## src/rtl/simd_isa_pkg.sv

```systemverilog
// Shared SIMD ALU instruction-set definitions: opcodes, field layout and the canonical NOP.
// Imported by the encoder and by the downstream instruction decoder.
package simd_isa_pkg;

    typedef enum logic [3:0] {
        NOP      = 4'd0,
        PADD     = 4'd1,
        PSUB     = 4'd2,
        PMUL     = 4'd3,
        PAND     = 4'd4,
        POR      = 4'd5,
        PXOR     = 4'd6,
        PSHL     = 4'd7,
        PUNPKGLO = 4'd8,
        PUNPKGHI = 4'd9
    } opcode_e;

    localparam int unsigned INST_W       = 16;
    localparam int unsigned OPCODE_W     = 4;
    localparam int unsigned OPCODE_LSB   = 12;
    localparam int unsigned DMODE_W      = 3;
    localparam int unsigned DMODE_LSB    = 9;
    localparam int unsigned IMM_FLAG_BIT = 8;
    localparam int unsigned IMM_W        = 8;
    localparam int unsigned IMM_LSB      = 0;

    localparam logic [OPCODE_W-1:0] OPCODE_MAX = 4'd9;
    localparam logic [DMODE_W-1:0]  DMODE_MAX  = 3'd5;

    // opcode 0, dmode 0, imm_flag 1, imm 0
    localparam logic [INST_W-1:0] NOP_INST = 16'h0100;

    typedef struct packed {
        logic [OPCODE_W-1:0] opcode;
        logic [DMODE_W-1:0]  dmode;
        logic                imm_flag;
        logic [IMM_W-1:0]    imm;
    } inst_t;

    function automatic logic is_legal(input logic [OPCODE_W-1:0] opcode,
                                      input logic [DMODE_W-1:0]  dmode);
        return (opcode <= OPCODE_MAX) && (dmode <= DMODE_MAX);
    endfunction

endpackage

```

## src/rtl/simd_inst_fifo.sv

```systemverilog
// DEPTH x WIDTH synchronous FIFO with flush; full/empty resolved by an extra pointer MSB.
module simd_inst_fifo #(
    parameter int unsigned DEPTH = 4,
    parameter int unsigned WIDTH = 16
) (
    input  logic                     clk,
    input  logic                     rst_n,
    input  logic                     push,
    input  logic                     pop,
    input  logic                     flush,
    input  logic [WIDTH-1:0]         wdata,
    output logic [WIDTH-1:0]         rdata,
    output logic                     full,
    output logic                     empty,
    output logic [$clog2(DEPTH):0]   level
);

    localparam int unsigned AW = $clog2(DEPTH);

    logic [AW:0]      wptr_q, wptr_d;
    logic [AW:0]      rptr_q, rptr_d;
    logic [WIDTH-1:0] mem_q [DEPTH];
    logic             do_push;
    logic             do_pop;

    assign empty = (wptr_q == rptr_q);
    assign full  = (wptr_q[AW] != rptr_q[AW]) && (wptr_q[AW-1:0] == rptr_q[AW-1:0]);
    assign level = wptr_q - rptr_q;
    assign rdata = mem_q[rptr_q[AW-1:0]];

    // Flush overrides both ports; a full FIFO never accepts, even alongside a pop.
    assign do_push = push && !full && !flush;
    assign do_pop  = pop && !empty && !flush;

    always_comb begin
        wptr_d = wptr_q;
        rptr_d = rptr_q;
        if (flush) begin
            wptr_d = '0;
            rptr_d = '0;
        end else begin
            if (do_push) wptr_d = wptr_q + (AW+1)'(1);
            if (do_pop)  rptr_d = rptr_q + (AW+1)'(1);
        end
    end

    always_ff @(posedge clk or negedge rst_n) begin
        if (!rst_n) begin
            wptr_q <= '0;
            rptr_q <= '0;
        end else begin
            wptr_q <= wptr_d;
            rptr_q <= rptr_d;
        end
    end

    always_ff @(posedge clk) begin
        if (do_push) mem_q[wptr_q[AW-1:0]] <= wdata;
    end

endmodule

```

## src/rtl/simd_inst_encoder.sv

```systemverilog
// Packs SIMD ALU request fields into 16-bit instruction words, replacing illegal requests
// with the canonical NOP, and queues them for the instruction decoder.
module simd_inst_encoder
    import simd_isa_pkg::*;
#(
    parameter int unsigned DEPTH = 4,
    parameter int unsigned ERR_W = 8
) (
    input  logic                   clk,
    input  logic                   rst_n,
    input  logic                   in_valid,
    output logic                   in_ready,
    input  logic [3:0]             in_opcode,
    input  logic [2:0]             in_dmode,
    input  logic                   in_imm_flag,
    input  logic [7:0]             in_imm,
    input  logic                   flush,
    output logic                   out_valid,
    input  logic                   out_ready,
    output logic [15:0]            out_inst,
    output logic                   err,
    output logic [ERR_W-1:0]       err_cnt,
    output logic [$clog2(DEPTH):0] level
);

    logic              illegal;
    logic              push;
    logic              pop;
    logic              full;
    logic              empty;
    inst_t             req_inst;
    logic [INST_W-1:0] enc_word;
    logic [INST_W-1:0] head_word;
    logic              err_q;
    logic [ERR_W-1:0]  err_cnt_q;

    assign illegal = !is_legal(in_opcode, in_dmode);

    always_comb begin
        req_inst.opcode   = in_opcode;
        req_inst.dmode    = in_dmode;
        req_inst.imm_flag = in_imm_flag;
        req_inst.imm      = in_imm;
    end

    assign enc_word = illegal ? NOP_INST : req_inst;

    // A request presented during flush is dropped, so it neither enqueues nor counts as an error.
    assign push = in_valid && in_ready && !flush;
    assign pop  = out_valid && out_ready;

    simd_inst_fifo #(
        .DEPTH (DEPTH),
        .WIDTH (INST_W)
    ) u_fifo (
        .clk   (clk),
        .rst_n (rst_n),
        .push  (push),
        .pop   (pop),
        .flush (flush),
        .wdata (enc_word),
        .rdata (head_word),
        .full  (full),
        .empty (empty),
        .level (level)
    );

    assign in_ready  = !full;
    assign out_valid = !empty;
    assign out_inst  = out_valid ? head_word : '0;

    always_ff @(posedge clk or negedge rst_n) begin
        if (!rst_n) begin
            err_q     <= 1'b0;
            err_cnt_q <= '0;
        end else begin
            err_q <= push && illegal;
            if (push && illegal && (err_cnt_q != '1)) begin
                err_cnt_q <= err_cnt_q + ERR_W'(1);
            end
        end
    end

    assign err     = err_q;
    assign err_cnt = err_cnt_q;

endmodule
```

## config.mk

```make
export PLATFORM = sky130hd
export DESIGN_NAME = simd_inst_encoder
export DESIGN_NICKNAME = d
export VERILOG_FILES = /design/src/rtl/simd_isa_pkg.sv /design/src/rtl/simd_inst_fifo.sv /design/src/rtl/simd_inst_encoder.sv
export SDC_FILE = /design/constraint.sdc
export NUM_CORES = 1
export LEC_CHECK = 0
export CAP_MARGIN = 40
export CORE_MARGIN = 8
export CORE_UTILIZATION = 58
export CTS_CLUSTER_SIZE = 24
export DETAILED_ROUTE_END_ITERATION = 8
export HOLD_SLACK_MARGIN = 0.02
export PLACE_DENSITY_LB_ADDON = 0.05
export SLEW_MARGIN = 5
export SYNTH_ARGS = -nofsm -noshare
export SYNTH_HDL_FRONTEND = slang
export SYNTH_SLANG_ARGS = --single-unit
```

## constraint.sdc

```tcl
create_clock -name clk -period 8.91 [get_ports clk]
set_clock_uncertainty 0.05 [all_clocks]
set_input_delay 1.782 -clock clk [delete_from_list [all_inputs] [get_ports clk]]
set_output_delay 1.782 -clock clk [all_outputs]
set_load 0.1 [all_outputs]
```

# == After elaboration in Yosys (flattened, before gate mapping) ==
# Memory sizes are Yosys's and may differ from the RTL's.
# Index checks and enable logic that the tools add are counted.
# totals
ff_bits,15
ramBits,64
input_bits,21
n_memories,1
# mem_list
name,words,width,read_ports,rd_clocked_by_memory_dff,write_ports,line_no,text
u_fifo.mem_q,4,16,1,0,1,simd_inst_fifo.sv:22,logic [WIDTH-1:0] mem_q [DEPTH];
# classes
add_sub_neg,4
magnitude_cmp,2
n_eq_ne,4
muxes,8
reduce_logical,17
# op_table
cell,n
16-bit two-way mux,2
3-bit two-way mux,4
1-bit logical AND,11
"8-bit by 1-bit adder with 8-bit output, second input constant",1
"8-bit inequality test, second input constant",1
"3-bit by 1-bit adder with 3-bit output, second input constant",2
"4-bit less-or-equal comparator, second input constant",1
1-bit zero test,4
2-bit nonzero test,2
3-bit equality test,1
"3-bit less-or-equal comparator, second input constant",1
3-bit subtractor,1
2-bit equality test,1
1-bit two-way mux,2
1-bit inequality test,1

# == Longest topological paths before layout ==
# Gate-level depths: netlist of run 1.
# depth
word_depth,9
mapped_depth,8

# == Cells and area by module ==
# From an unflattened synthesis of run 1, not the netlist that was laid out.
# unflattened
hier_cells,223
hier_area_um2,3567.2
# modules_own_cells
mod,instances,cells_each,area_each_um2,seq_area_each_um2
simd_inst_fifo,1,147,2874.0,2072.0
simd_inst_encoder,1,76,693.2,225.2

# == Worst setup path before layout of run 1 ==
# No wires, ideal clock.
# synth_path
path_kind,reg-to-output
from,reg u_fifo.rptr_q[1]
to,out out_inst[10]
arrival_ns,3.166
required_time_ns,7.078
path_slack_ns,3.912
path_stages_with_launch,9
path_cell_list,dfrtp_1 clkbuf_1 buf_2 inv_1 ha_1 nand2_1 nor2_1 clkbuf_1 nor2b_1
# synth_between
elab_chain_cells,2
word_cells_on_any_way,3
# synth_lines
element,line_no,text
"start, declared",simd_inst_fifo.sv:21,"logic [AW:0] rptr_q, rptr_d;"
"start signal, assigned",simd_inst_fifo.sv:53,rptr_q <= rptr_d;
memory 4 x 16 bit or 3-bit equality test (tied branches),--,
16-bit two-way mux *,simd_inst_encoder.sv:70,assign out_inst = out_valid ? head_word : '0;
"end, declared",simd_inst_encoder.sv:20,"output logic [15:0] out_inst,"
# Every way passes the cells marked *; elsewhere a longest branch is shown, timed or not.

# == Worst setup path in the final report of run 1 ==
# layout_path
from,reg u_fifo.rptr_q[1]
to,out out_inst[2]
# Same word-level chain as after synthesis.

==> results.md, run 1 <==
Outcome:
- The run finished with clean final reports.

Yosys:
- The main combinational cell family by area after synthesis is multiplexers.
- The post-synth net total is 236.
- Summed over all instances, the cell type with the most area after synthesis is sky130_fd_sc_hd__edfxtp_1.
- The summed instance area of the synthesized netlist is roughly 3400 um^2.
- After synthesis, the netlist uses 31 different library cells.
- The most used flip-flop cell after synthesis is sky130_fd_sc_hd__edfxtp_1.
- The synthesized flop and latch total is just under 80.
- The number of instances in the synthesized netlist is a little over 200.
- The synthesized netlist devotes between 1.5 and 2% of its cell area to compound gates.
- The post-synthesis share of cell area spent on xor and xnor gates is between 3 and 4%.
- Ranked by instance count, the synthesized netlist is headed by 64 x sky130_fd_sc_hd__edfxtp_1, 16 x sky130_fd_sc_hd__and2_1, 16 x sky130_fd_sc_hd__mux4_2.
- The proportion of register bits with asynchronous set or reset after synthesis is between 10% and 20%.
- Yosys instantiated no cell more often than sky130_fd_sc_hd__edfxtp_1.
- After synthesis, the share of cell area in mux cells is between 10% and 20%.
- The number of enable flip-flop cells after synthesis is 64.
- For this run, the register share of the synthesized area comes to between 60 and 70%.
- The adder-cell area share of the yosys netlist is around 3.5%.
- The mean post-synth cell area is about 17 um^2.
- The synthesized design devotes to its leading area cell type between 50% and 60% of total area.
- After Yosys synthesis, and, or, nand and nor cells account for a little over a tenth of the synthesized area.
- For this run, the number of Yosys warnings is 0.
- By area the synthesized netlist is led by sky130_fd_sc_hd__edfxtp_1 56%, sky130_fd_sc_hd__dfrtp_1 11%, sky130_fd_sc_hd__mux4_2 11%, sky130_fd_sc_hd__and2_1 2.9%, sky130_fd_sc_hd__ha_1 2.9%.

Floorplan:
- The width of the chip is 92.9 um.
- The effective utilization at floorplan is 59.0%.
- The count of standard-cell rows is 28.
- The chip height is 92.9 um.
- The full die area is around 8600 um^2.
- The region available for standard cell placement spans around 5800 um^2.
- The number of primary I/O pins is around 50.

Placement:
- The number of buffers added on ports is 50.
- The total placed cells including tap cells is ~360.
- Detailed placement finished with a half-perimeter wire length of 4670 um.
- At the end of routability-driven placement, the weighted congestion stood at approximately 0.78.

Pwr:
- Net switching is about two fifths of the power.
- The analysis attributes to net switching a power of 0.610 mW.
- The static leakage is roughly 1.8 nW.
- The clock network accounts for 19.3% of the total power.
- For this design the ratio of total power to cell area is ~310 nW/um^2.
- The share of total power in sequential cells is 30.5%.
- Combinational cells account for around half of the total power.
- VDD sags by at most 0.365 mV.
- The internal portion of total power is ~0.85 mW.

Detailed routing:
- The iteration count of the initial detailed-routing pass is 4.
- The detailed router finished its first iteration with 90 violations.
- The final layout contains routed wiring with a total length of between 6000 and 7000 um.
- In the routed layout, each cell is associated on average with a via count of about 5.4.
- The via count is between 2000 and 2500.
- The DRC violation count after routing is 0.
- Dividing the detail-routed wire length by the instance count gives ~18 um.
- The post-detailed-route count of antenna-violating nets is 0.

GRT:
- Entering global routing, the biggest net connects 19 pins.
- The global-route wire length before repair is 10900 um.
- Global routing consumed, over all layers together, approximately 17% of the routing resources.
- The number of antenna violations at the first check in global routing is 0.
- The via count of the first global-routing pass came to roughly 2200.
- After global routing the overflow that remains totals 0.

Worst setup path:
- The setup path with the least slack is of type register to output pin.
- The standard cell with the maximum stage delay on the critical path is sky130_fd_sc_hd__dfrtp_1.
- The kind of cell with the highest combined delay along the critical path is buffers and inverters.
- The critical path data required time is a little over 7 ns.
- The type of origin of the critical path is a register.
- The kind of end point of the critical path is an output pin.
- The worst stage delay on the critical path is ~0.67 ns.
- The register-to-register setup slack is approximately 6.5 ns.
- The peak fanout along the critical path is 17.
- The data arrival time of the critical path is between 2 and 3 ns.
- The signal on the critical path passes through inv_1 -> ha_1 -> nand2_1 -> nor2_1 -> buf_4 -> nor2b_1 -> clkdlybuf4s50_1 -> buf_8.
- Counting both buffers and inverters, the worst setup path holds a total of 4.

Timing:
- The smallest clock period supported by the final layout is computed as 4.71 ns.
- The number of hold violations in the final report was 0.
- The share of the cycle needed by the critical path after routing is a little over half.
- Setup violations remaining at the end of the flow were counted as 0.
- The max-slew headroom at the worst pin is 43.0%.
- Setup repair after global routing left no endpoint under its margin.
- The final number of max-transition violations is 0.
- Based on the critical path, the design can be clocked at up to roughly 210 MHz.
- The transition at the pin with the smallest max-transition slack is about 0.85 ns.
- For the final routed database, the setup TNS stands at 0 ns.

Run:
- Max-cap violations in this run came to 0.

Cells and area:
- The relative area change from synthesis to final layout is 37.1%.
- The number of antenna diodes is 0.
- The count of filler cells inserted in the layout is 326.
- Summing all multi-input logic gate instances after layout gives roughly 1100 um^2.
- Once layout is complete, the cells apart from fillers number around 370.
- The net count of the finished layout is 324.
- The area used by sequential logic in the layout is between 2000 and 2500 um^2.
- Cells with a size suffix above 1 make up 22.5% of the layout.

Clocking:
- In this run the deepest clock path goes through 2 buffers.
- The CTS sink count is a little under 80.
- The clock network latency to the later pin of the worst-skew pair is roughly 0.35 ns.
- The post-cts gate resize count is 0.
- The clock transition at the registers of the reported paths is ~0.08 ns.
- The master cell of the clock root buffer is sky130_fd_sc_hd__clkbuf_8.
- In this run the post-CTS setup repair buffer count came out at 0.
- The H-tree generated during clock tree synthesis spans 3 levels.
- The number of buffers added by the clock tree synthesis step is 9.
- The number of hold-repair buffers added at the cts stage is 0.
- TritonCTS built the clock tree.

Min path:
- The worst hold path belongs to the class register to register.
final cells by class:
cell class / count / share of cell area (%)
flip-flops and latches: 79 / 48.8
repair buffers: 85 / 21.4
well taps: 75 / 2.00
inverters: 7 / 0.559
multi-input cells: 112 / 22.7
clock inverters: 6 / 1.81
clock buffers: 9 / 2.63
sequential cells by signal (all words and copies together) (netlist names):
| register | flops |
|---|---|
| err_cnt | 8 |
| u_fifo.wptr_q | 3 |
| err | 1 |
| u_fifo.mem_q | 64 |
| u_fifo.rptr_q | 3 |
worst reg2reg max path, delay by kind of cell, from the launching register on:
kind,cells,cell delay (ns)
and+or+nand+nor,2,0.88
adders and majority gates,1,0.33
DFF,1,0.67
buffers and inverters,1,0.10
power by group through the flow:
stage / combinational, mW / sequential (mW) / clock, mW
floorplan: 0.376 / 0.526 / 0
finish: 0.735 / 0.445 / 0.282
detailed placement: 0.742 / 0.454 / 0
global route: 0.763 / 0.449 / 0.301
global placement: 0.577 / 0.455 / 0
CTS: 0.743 / 0.446 / 0.285
path summary, 6_finish.rpt:
| path | from | cells past startpoint | to |
|---|---|---|---|
| hold / removal | err_cnt[7] | 1 | err_cnt[7] |
| min in group asynchronous | rst_n | 1 | u_fifo.rptr_q[1] |
| hold reg to reg | err_cnt[7] | 1 | err_cnt[7] |
| max in group asynchronous | rst_n | 1 | err |
| setup / recovery | u_fifo.rptr_q[1] | 8 | out_inst[2] |
| setup reg to reg | u_fifo.rptr_q[1] | 4 | u_fifo.mem_q[1][3] |
cell usage in the layout, fill, tap and decap left out, drive strengths merged:
| cell type | netlist | routed |
|---|---|---|
| mux2i | 2 | 2 |
| buf | 3 | 35 |
| mux4 | 16 | 16 |
| clkinvlp | 0 | 1 |
| and3 | 6 | 6 |
| dfrtp | 15 | 15 |
| inv | 7 | 8 |
| o221ai | 1 | 1 |
| nand2b | 1 | 1 |
| nor2 | 11 | 11 |
| xor2 | 10 | 10 |
| o21a | 1 | 1 |
| and2b | 2 | 2 |
| xnor2 | 3 | 3 |
| clkbuf | 5 | 9 |
| nor3b | 2 | 2 |
| clkinv | 0 | 2 |
| o211ai | 2 | 2 |
| fa | 1 | 1 |
| nor2b | 15 | 15 |
| mux2 | 2 | 2 |
| bufinv | 0 | 2 |
| and2 | 16 | 16 |
| or3 | 1 | 1 |
| edfxtp | 64 | 64 |
| ha | 8 | 8 |
| nand3 | 5 | 5 |
| clkdlybuf4s50 | 0 | 50 |
| nand2 | 2 | 2 |
| o21ai | 2 | 2 |
| nor4 | 2 | 2 |
| nor3 | 1 | 1 |
metal layers:
metal  up-vias  GRT usage [%]  share of wire (%)
met5         -              0                  0
met2        59           28.4                 52
met1      1000           19.8                 42
met4         0           9.53                1.9
li1        936              -                  -
met3         9           3.56                4.5
kinds of logic after synthesis:
group / count (synthesis)
AO/OA/AOI/OAI: 6
AND/OR/NAND/NOR: 64
XOR/XNOR: 13
adder cells (fa/ha/maj): 9
flip-flops: 79
buffers and inverters: 15
multiplexers: 20
per-stage QoR:
step	setup slack, ns	util, %	total power, mW	hold WS [ns]	area, um^2
after global routing	4.02	80.9	1.51	0.498	4700
after CTS	4.15	80.9	1.47	0.470	4700
after global placement	3.93	68.9	1.03	0.450	4010
after floorplan	3.91	-	0.902	0.516	3430
final	4.20	80.9	1.46	0.472	4700
after detailed placement	4.56	77.3	1.20	0.449	4490
Note: power is estimated with default switching activity, not from simulation.
==> inputs of run 2 (changes only) <==
- CORE_UTILIZATION: 58 -> 54
- clock period: 8.91 -> 4.8 ns (I/O delays scaled with it)
==> run 2 against run 1 <==
Compared with the run above: first-iteration DRC count rose by 50%; worst hold slack better by 0.010 ns; sequential power increased by 85%; sequential share of layout area increased by 4.4 points; register-to-register slack got worse by 4.0 ns; cell count decreased by 4.6%; critical path type unchanged; critical endpoint is now out_inst[9].
==> results.md, run 2 (synthesis results as in run 1) <==
Detailed routing:
- Summing over every cut layer, the via total after detailed routing is roughly 1900.
- The count of nets left with antenna violations once routing finished came out at 0.
- In this run, the number of DRC markers left after iteration 0 of detailed routing was about 140.
- The iteration count of the initial detailed-routing pass is 4.
- In the routed layout, each cell is associated on average with a via count of around 5.4.
- The final wirelength is around 6600 um.
- The DRC violation count after routing is 0.
- In the final routed layout, each cell accounts on average for ~19 um.

Worst setup path:
- Among the stages of the critical path, the cell type that occurs most often is sky130_fd_sc_hd__buf_4.
- The standard cell with the maximum stage delay on the critical path is sky130_fd_sc_hd__dfrtp_1.
- The kind of end point of the critical path is an output pin.
- The register-to-register setup slack is between 2 and 2.5 ns.
- The depth of the worst register-to-register path is 4.
- The startpoint identified for the worst register-to-register timing path is u_fifo.rptr_q[0].
- The number of stages on the worst setup path is 7.
- Of all nets on the critical path, the largest fanout is 19.
- The critical path data required time is 3.79 ns.
- Following the worst setup path forward leads to its endpoint at out_inst[9].
- Counting both buffers and inverters, the worst setup path holds a total of 3.
- The end of the worst register-to-register path is u_fifo.mem_q[1][14].
- Grouping stages by cell kind, the critical path spends the most delay in buffers and inverters.
- The data arrival time of the critical path is ~2.3 ns.
- The worst stage delay on the critical path is about 0.33 ns.
- The start point of the critical path is u_fifo.rptr_q[0].
- The worst setup path is launched from a register.
- The critical setup path kind is register to output pin.
- Traced cell by cell, the critical path runs through buf_4 -> ha_1 -> nand2_1 -> nor2_1 -> buf_4 -> and2b_1 -> buf_4.

Pwr:
- VDD sags by at most 0.514 mV.
- For this design the ratio of total power to cell area is between 500 and 600 nW/um^2.
- In this run switching power makes up ~45% of total power.
- In this run the static leakage power is 1.64 nW.
- The analysis attributes to net switching a power of 1.08 mW.
- The clock network burns approximately a fifth of the power.
- The logic gate share of total power is 46.6%.
- The internal portion of the total power is between 1 and 1.5 mW.
- The share of total power in sequential cells is between 30% and 40%.

Clocking:
- The master cell of the clock root buffer is sky130_fd_sc_hd__clkbuf_8.
- Hold repair after CTS inserted 0 buffers.
- The post-CTS setup buffer count is 0.
- The H-tree depth reported by CTS is 3.
- TritonCTS built the clock tree.
- After clock tree synthesis, the clock-pin slew on the worst setup and hold paths is roughly 0.080 ns.
- Once the clock tree was built, the resizer swapped 0 gates to a different size.
- The clock network latency to the later pin of the worst-skew pair is about 0.33 ns.
- The number of buffers added by the clock tree synthesis step is 9.
- In this run the deepest clock path goes through 2 buffers.
- The clock drives a little under 80 sinks.

Cells and area:
- The relative area change from synthesis to final layout is 25.8%.
- The net count of the finished layout is slightly above 300.
- The number of flip-flops in the largest register is 64.
- After filler insertion, the fill cell instance count of the layout stands at 450.
- The repair_antennas step left the layout with diodes totalling 0.
- The post-route cell area is approximately 4300 um^2.
- The commonest non-fill, non-tap cell in the layout is sky130_fd_sc_hd__edfxtp_1.
- The fraction of layout instances using a drive strength above 1 is roughly a quarter.
- Leaving out fill and tap cells, the most frequent cells in the layout are 64 x sky130_fd_sc_hd__edfxtp_1, 29 x sky130_fd_sc_hd__clkdlybuf4s50_1, 26 x sky130_fd_sc_hd__buf_4.
- The final cell utilization of the core is between 60% and 70%.

Floorplan:
- The count of standard-cell rows is 29.
- The core region area is between 6000 and 7000 um^2.
- The chip height is around 96 um.
- Pin placement for this block handled just over 50 I/O pins.
- The full die area is 9160 um^2.
- From left edge to right edge, the die measures approximately 96 um.
- For this configuration, the core starts out at a cell density of 55.0%.

GRT:
- For this run, the total global-route usage over all layers was measured as around 16%.
- The final global-route overflow total is 0.
- The maximum number of pins on one net before global-route repair is 20.
- The via count of the first global-routing pass is 2058.
- The number of antenna violations at the first check in global routing is 0.
- The global-route wire length before repair is about 11000 um.

Timing:
- The final number of max-transition violations is 0.
- The count of endpoints failing setup in the final report is 0.
- The minimum clock period after layout is 3.30 ns.
- The max-slew headroom at the worst pin is 40.2%.
- Static timing analysis puts the maximum clock frequency at 303 MHz.
- At the pin with the least slew margin, the transition time is about 0.90 ns.
- The number of hold violations in the final report was 0.
- The share of the cycle needed by the critical path after routing is about two thirds.
- Setup repair after global routing left no endpoint under its margin.
- The setup TNS after final layout is 0 ns.
- Across all hold checks on the routed design, the worst slack comes to around 0.48 ns.

Min path:
- The number of stages on the worst hold path is 1.
- The worst min-delay path category is register to register.

Outcome:
- The run finished with clean final reports.

Placement:
- The detailed placer's ending HPWL is around 4400 um.
- The placed instance area is just over 4000 um^2.
- The weighted congestion reported at the end of routability-driven placement is slightly above 0.8.
- During placement, the flow inserted port buffers numbering 50.

Run:
- The number of max-capacitance violations reported is 0.
[run 2: cell count changes in the layout (fill, tap and decap cells not counted), sizes merged]
cell	previous run	this run
clkinvlp	1	3
inv	8	7
buf	35	36
clkbuf	9	10
bufinv	2	1
clkdlybuf4s50	50	29
[run 2: per-stage QoR]
| step | worst slack [ns] | instances | power [mW] |
|---|---|---|---|
| after global placement | 1.77 | 329 | 1.90 |
| after floorplan | 0.624 | 206 | 1.67 |
| final | 1.50 | 356 | 2.41 |
| after detailed placement | 1.73 | 339 | 1.97 |
| after CTS | 1.46 | 355 | 2.43 |
| after global routing | 1.35 | 356 | 2.50 |
[run 2: layer usage]
layer	global-route usage, %	part of all wire [%]	up-vias
met5	0	0	-
met4	6.53	0.54	0
met3	3.59	6.2	4
met2	26.2	50	46
met1	19.5	43	969
li1	-	-	902
[run 2: cell type report]
cell class / count / area, um^2 / share of cell area, %
multi-input combinational: 112 / 1070 / 24.8
clock buffer: 10 / 128 / 2.96
clock inverter: 6 / 61.3 / 1.42
sequential: 79 / 2300 / 53.3
inverter: 7 / 26.3 / 0.609
timing repair buffer: 65 / 636 / 14.7
tap: 77 / 96.3 / 2.23
[run 2: worst min path at each step]
stage	start	endpoint
after floorplan	u_fifo.wptr_q[1]	u_fifo.wptr_q[1]
after global placement	err_cnt[5]	err_cnt[5]
after detailed placement	err_cnt[7]	err_cnt[7]
after CTS	err_cnt[7]	err_cnt[7]
after global routing	err_cnt[5]	err_cnt[5]
final	err_cnt[7]	err_cnt[7]
[run 2: power groups by stage]
stage,sequential (mW),clock (mW),combinational [mW]
after detailed placement,0.837,0,1.13
after global routing,0.826,0.506,1.17
final,0.822,0.468,1.12
after CTS,0.822,0.477,1.14
after global placement,0.836,0,1.06
after floorplan,0.977,0,0.698
==> inputs of run 3 (changes only) <==
- clock period: 4.8 -> 3.2 ns (I/O delays scaled with it)
==> run 3 against run 2 <==
Compared with the run above: sequential cell count stayed put; sequential share of layout area is 2.0 points lower; cell area is 3.9% higher; global-route usage is 0.64 points lower; first-iteration DRC count is 34% lower; setup slack worse by 1.3 ns; register-to-register slack worse by 1.3 ns; via count is 1.5% lower; worst hold slack worse by 0.021 ns; largest cell class unchanged; largest power group unchanged.
==> results.md, run 3 (synthesis results as in run 1) <==
Worst setup path:
- The critical setup path kind is register to output pin.
- Traced cell by cell, the critical path runs through inv_1 -> ha_1 -> nand2_1 -> nor2_2 -> buf_4 -> nor2b_1 -> buf_12.
- The data arrival time of the critical path is 2.28 ns.
- Data on the critical path is required at its endpoint by about 2.5 ns.
- The worst setup path is launched from a register.
- The standard cell with the maximum stage delay on the critical path is sky130_fd_sc_hd__dfrtp_1.
- The cell family contributing the most delay on the critical path is simple AND/OR/NAND/NOR gates.
- The largest single stage delay on the critical path is ~0.38 ns.
- STA classifies the critical path endpoint as an output pin.
- In this run the worst path has a maximum fanout of 12.
- In this run the register-to-register setup slack is 1.21 ns.
- The buffers plus inverters on the worst setup path is 3.

Pwr:
- The worst-case IR drop observed on VDD is ~0.72 mV.
- For this design the ratio of total power to cell area is approximately 850 nW/um^2.
- The static leakage is approximately 1.7 nW.
- Total power for the finished layout comes to approximately 3.8 mW.

Detailed routing:
- In this run the remaining antenna-violating nets after routing total 0.
- The routed layout has between 1500 and 2000 vias.
- The initial detailed-routing violation count is between 80 and 90.
- The final wirelength is 6340 um.
- The first TritonRoute pass finished after 4 iterations.
- The via count normalized by instance count is around 5.4.
- In the routed design, unresolved DRC markers number 0.
- In the final routed layout, each cell accounts on average for approximately 18 um.

Floorplan:
- The count of standard-cell rows is 29.
- The full die area is 9160 um^2.
- The die is around 96 um tall.
- The die is between 90 and 100 um wide.
- The number of primary I/O pins is a little over 50.
- The effective utilization at floorplan is between 50% and 60%.
- In this run the standard cell core region covers approximately 6200 um^2.

Cells and area:
- At the end of the flow, the number of nets in the layout was approximately 300.
- The number of antenna diodes is 0.
- The relative area change from synthesis to final layout is 30.7%.
- The library cells used most frequently in the layout, excluding fill and tap cells, are 64 x sky130_fd_sc_hd__edfxtp_1, 22 x sky130_fd_sc_hd__buf_12, 20 x sky130_fd_sc_hd__clkdlybuf4s50_1.
- The number of flip-flops in the largest register is 64.
- The commonest non-fill, non-tap cell in the layout is sky130_fd_sc_hd__edfxtp_1.
- Of the cells placed in the final design, the portion with a size suffix greater than 1 is about 30%.

Clocking:
- After clock tree synthesis, the clock-pin slew on the worst setup and hold paths is approximately 0.080 ns.
- Clock tree synthesis found a total of 79 sinks.
- The TritonCTS clock tree is built.
- The post-CTS setup buffer count is 0.
- The clock network latency to the later pin of the worst-skew pair is about 0.33 ns.
- The post-cts gate resize count is 0.
- The master cell of the clock root buffer is sky130_fd_sc_hd__clkbuf_8.
- TritonCTS created 9 clock buffers.
- In this run the number of H-tree levels came out at 3.
- The buffer depth of the longest clock path is 2.
- The number of hold-repair buffers added at the cts stage is 0.

GRT:
- The number of antenna violations at the first check in global routing is 0.
- For this run the aggregate overflow at the end of global routing stands at 0.
- The total routing resource utilization after global routing is 15.1%.
- The global-route wire length before repair is ~10000 um.
- The maximum number of pins on one net before global-route repair is 20.
- The via count of the first global-routing pass is just over 2000.

Timing:
- Of the available clock period, the critical path in the final layout requires between 90 and 100%.
- For the pin with the worst max-slew slack, the measured transition is around 0.79 ns.
- The worst path in the final design needs a cycle of roughly 3.0 ns, including I/O delays and setup.
- The final number of max-transition violations is 0.
- Measured against its own limit, the worst slew margin works out to 46.8%.
- The worst setup slack after layout is 0.225 ns.
- Setup violations remaining at the end of the flow were counted as 0.
- The number of hold violations in the final report was 0.
- Setup repair after global routing left no endpoint under its margin.
- The maximum clock frequency is 336 MHz.

Outcome:
- The run finished with clean final reports.

Run:
- Max-cap violations in this run came to 0.

Placement:
- In this run the tool buffered the top-level ports with 50 buffer cells.
- At the end of routability-driven placement, the weighted congestion stood at approximately 0.8.
- Detailed placement ended at an HPWL of between 4000 and 5000 um.
- Timing analysis after detailed placement gives a worst setup slack of 0.557 ns.

Min path:
- The tightest min-delay check is of the register to register type.
## run 3: changes by cell type in the layout (fill, tap and decap cells not counted), moves of 2 or more
cell / previous run / this run
sky130_fd_sc_hd__buf_12: 0 / 22
sky130_fd_sc_hd__buf_4: 26 / 16
sky130_fd_sc_hd__buf_8: 10 / 0
sky130_fd_sc_hd__clkdlybuf4s50_1: 29 / 20
sky130_fd_sc_hd__nor2b_1: 15 / 7
sky130_fd_sc_hd__nor2b_4: 0 / 5
sky130_fd_sc_hd__nor2b_2: 0 / 3
sky130_fd_sc_hd__clkinvlp_4: 3 / 1
## run 3: worst paths after layout
kind	startpoint	endpoint	cells past startpoint
max	u_fifo.wptr_q[0]	out_inst[3]	7
min	err_cnt[7]	err_cnt[7]	1
max reg2reg	u_fifo.wptr_q[0]	u_fifo.mem_q[1][14]	5
min reg2reg	err_cnt[7]	err_cnt[7]	1
max in group asynchronous	rst_n	u_fifo.rptr_q[1]	1
min in group asynchronous	rst_n	u_fifo.wptr_q[0]	1
## run 3: through the flow
step / TNS [ns] / utilization [%] / instance area, um^2 / std cells / hold WS (ns)
final: 0 / 71.8 / 4480 / 349 / 0.461
after global routing: 0 / 71.8 / 4480 / 349 / 0.477
after CTS: 0 / 71.8 / 4480 / 349 / 0.463
after detailed placement: 0 / 69.0 / 4310 / 333 / 0.451
after global placement: 0 / 69.0 / 4310 / 333 / 0.447
after floorplan: -3.65 / - / 3490 / 206 / 0.294
## run 3: worst reg2reg max path: stages (launching register included)
cell and delay, ns:
sky130_fd_sc_hd__dfrtp_1 0.41, sky130_fd_sc_hd__inv_1 0.14, sky130_fd_sc_hd__ha_1 0.27, sky130_fd_sc_hd__nand3_1 0.20
sky130_fd_sc_hd__and3_1 0.43, sky130_fd_sc_hd__buf_12 0.20
## run 3: area by class of cell
cell class | instances | area (um^2)
multi-input cells | 112 | 1120
clock buffers | 12 | 156
flip-flops and latches | 79 | 2300
repair buffers | 58 | 761
well taps | 77 | 96.3
fillers | 414 | 1760
inverters | 7 | 26.3
clock inverters | 4 | 21.3
## run 3: power by group
| part | total [mW] | switching, mW | internal (mW) |
|---|---|---|---|
| combinational | 1.92 | 1.28 | 0.643 |
| sequential | 1.24 | 0.0565 | 1.18 |
| clock | 0.654 | 0.329 | 0.324 |
## run 3: per-layer routing
metal,routed length (um),global-route usage (%),share of wire (%)
met5,0,0,0
met4,40,5.76,0.63
met3,388,3.59,6.1
met2,3300,25.9,52
met1,2610,18.1,41
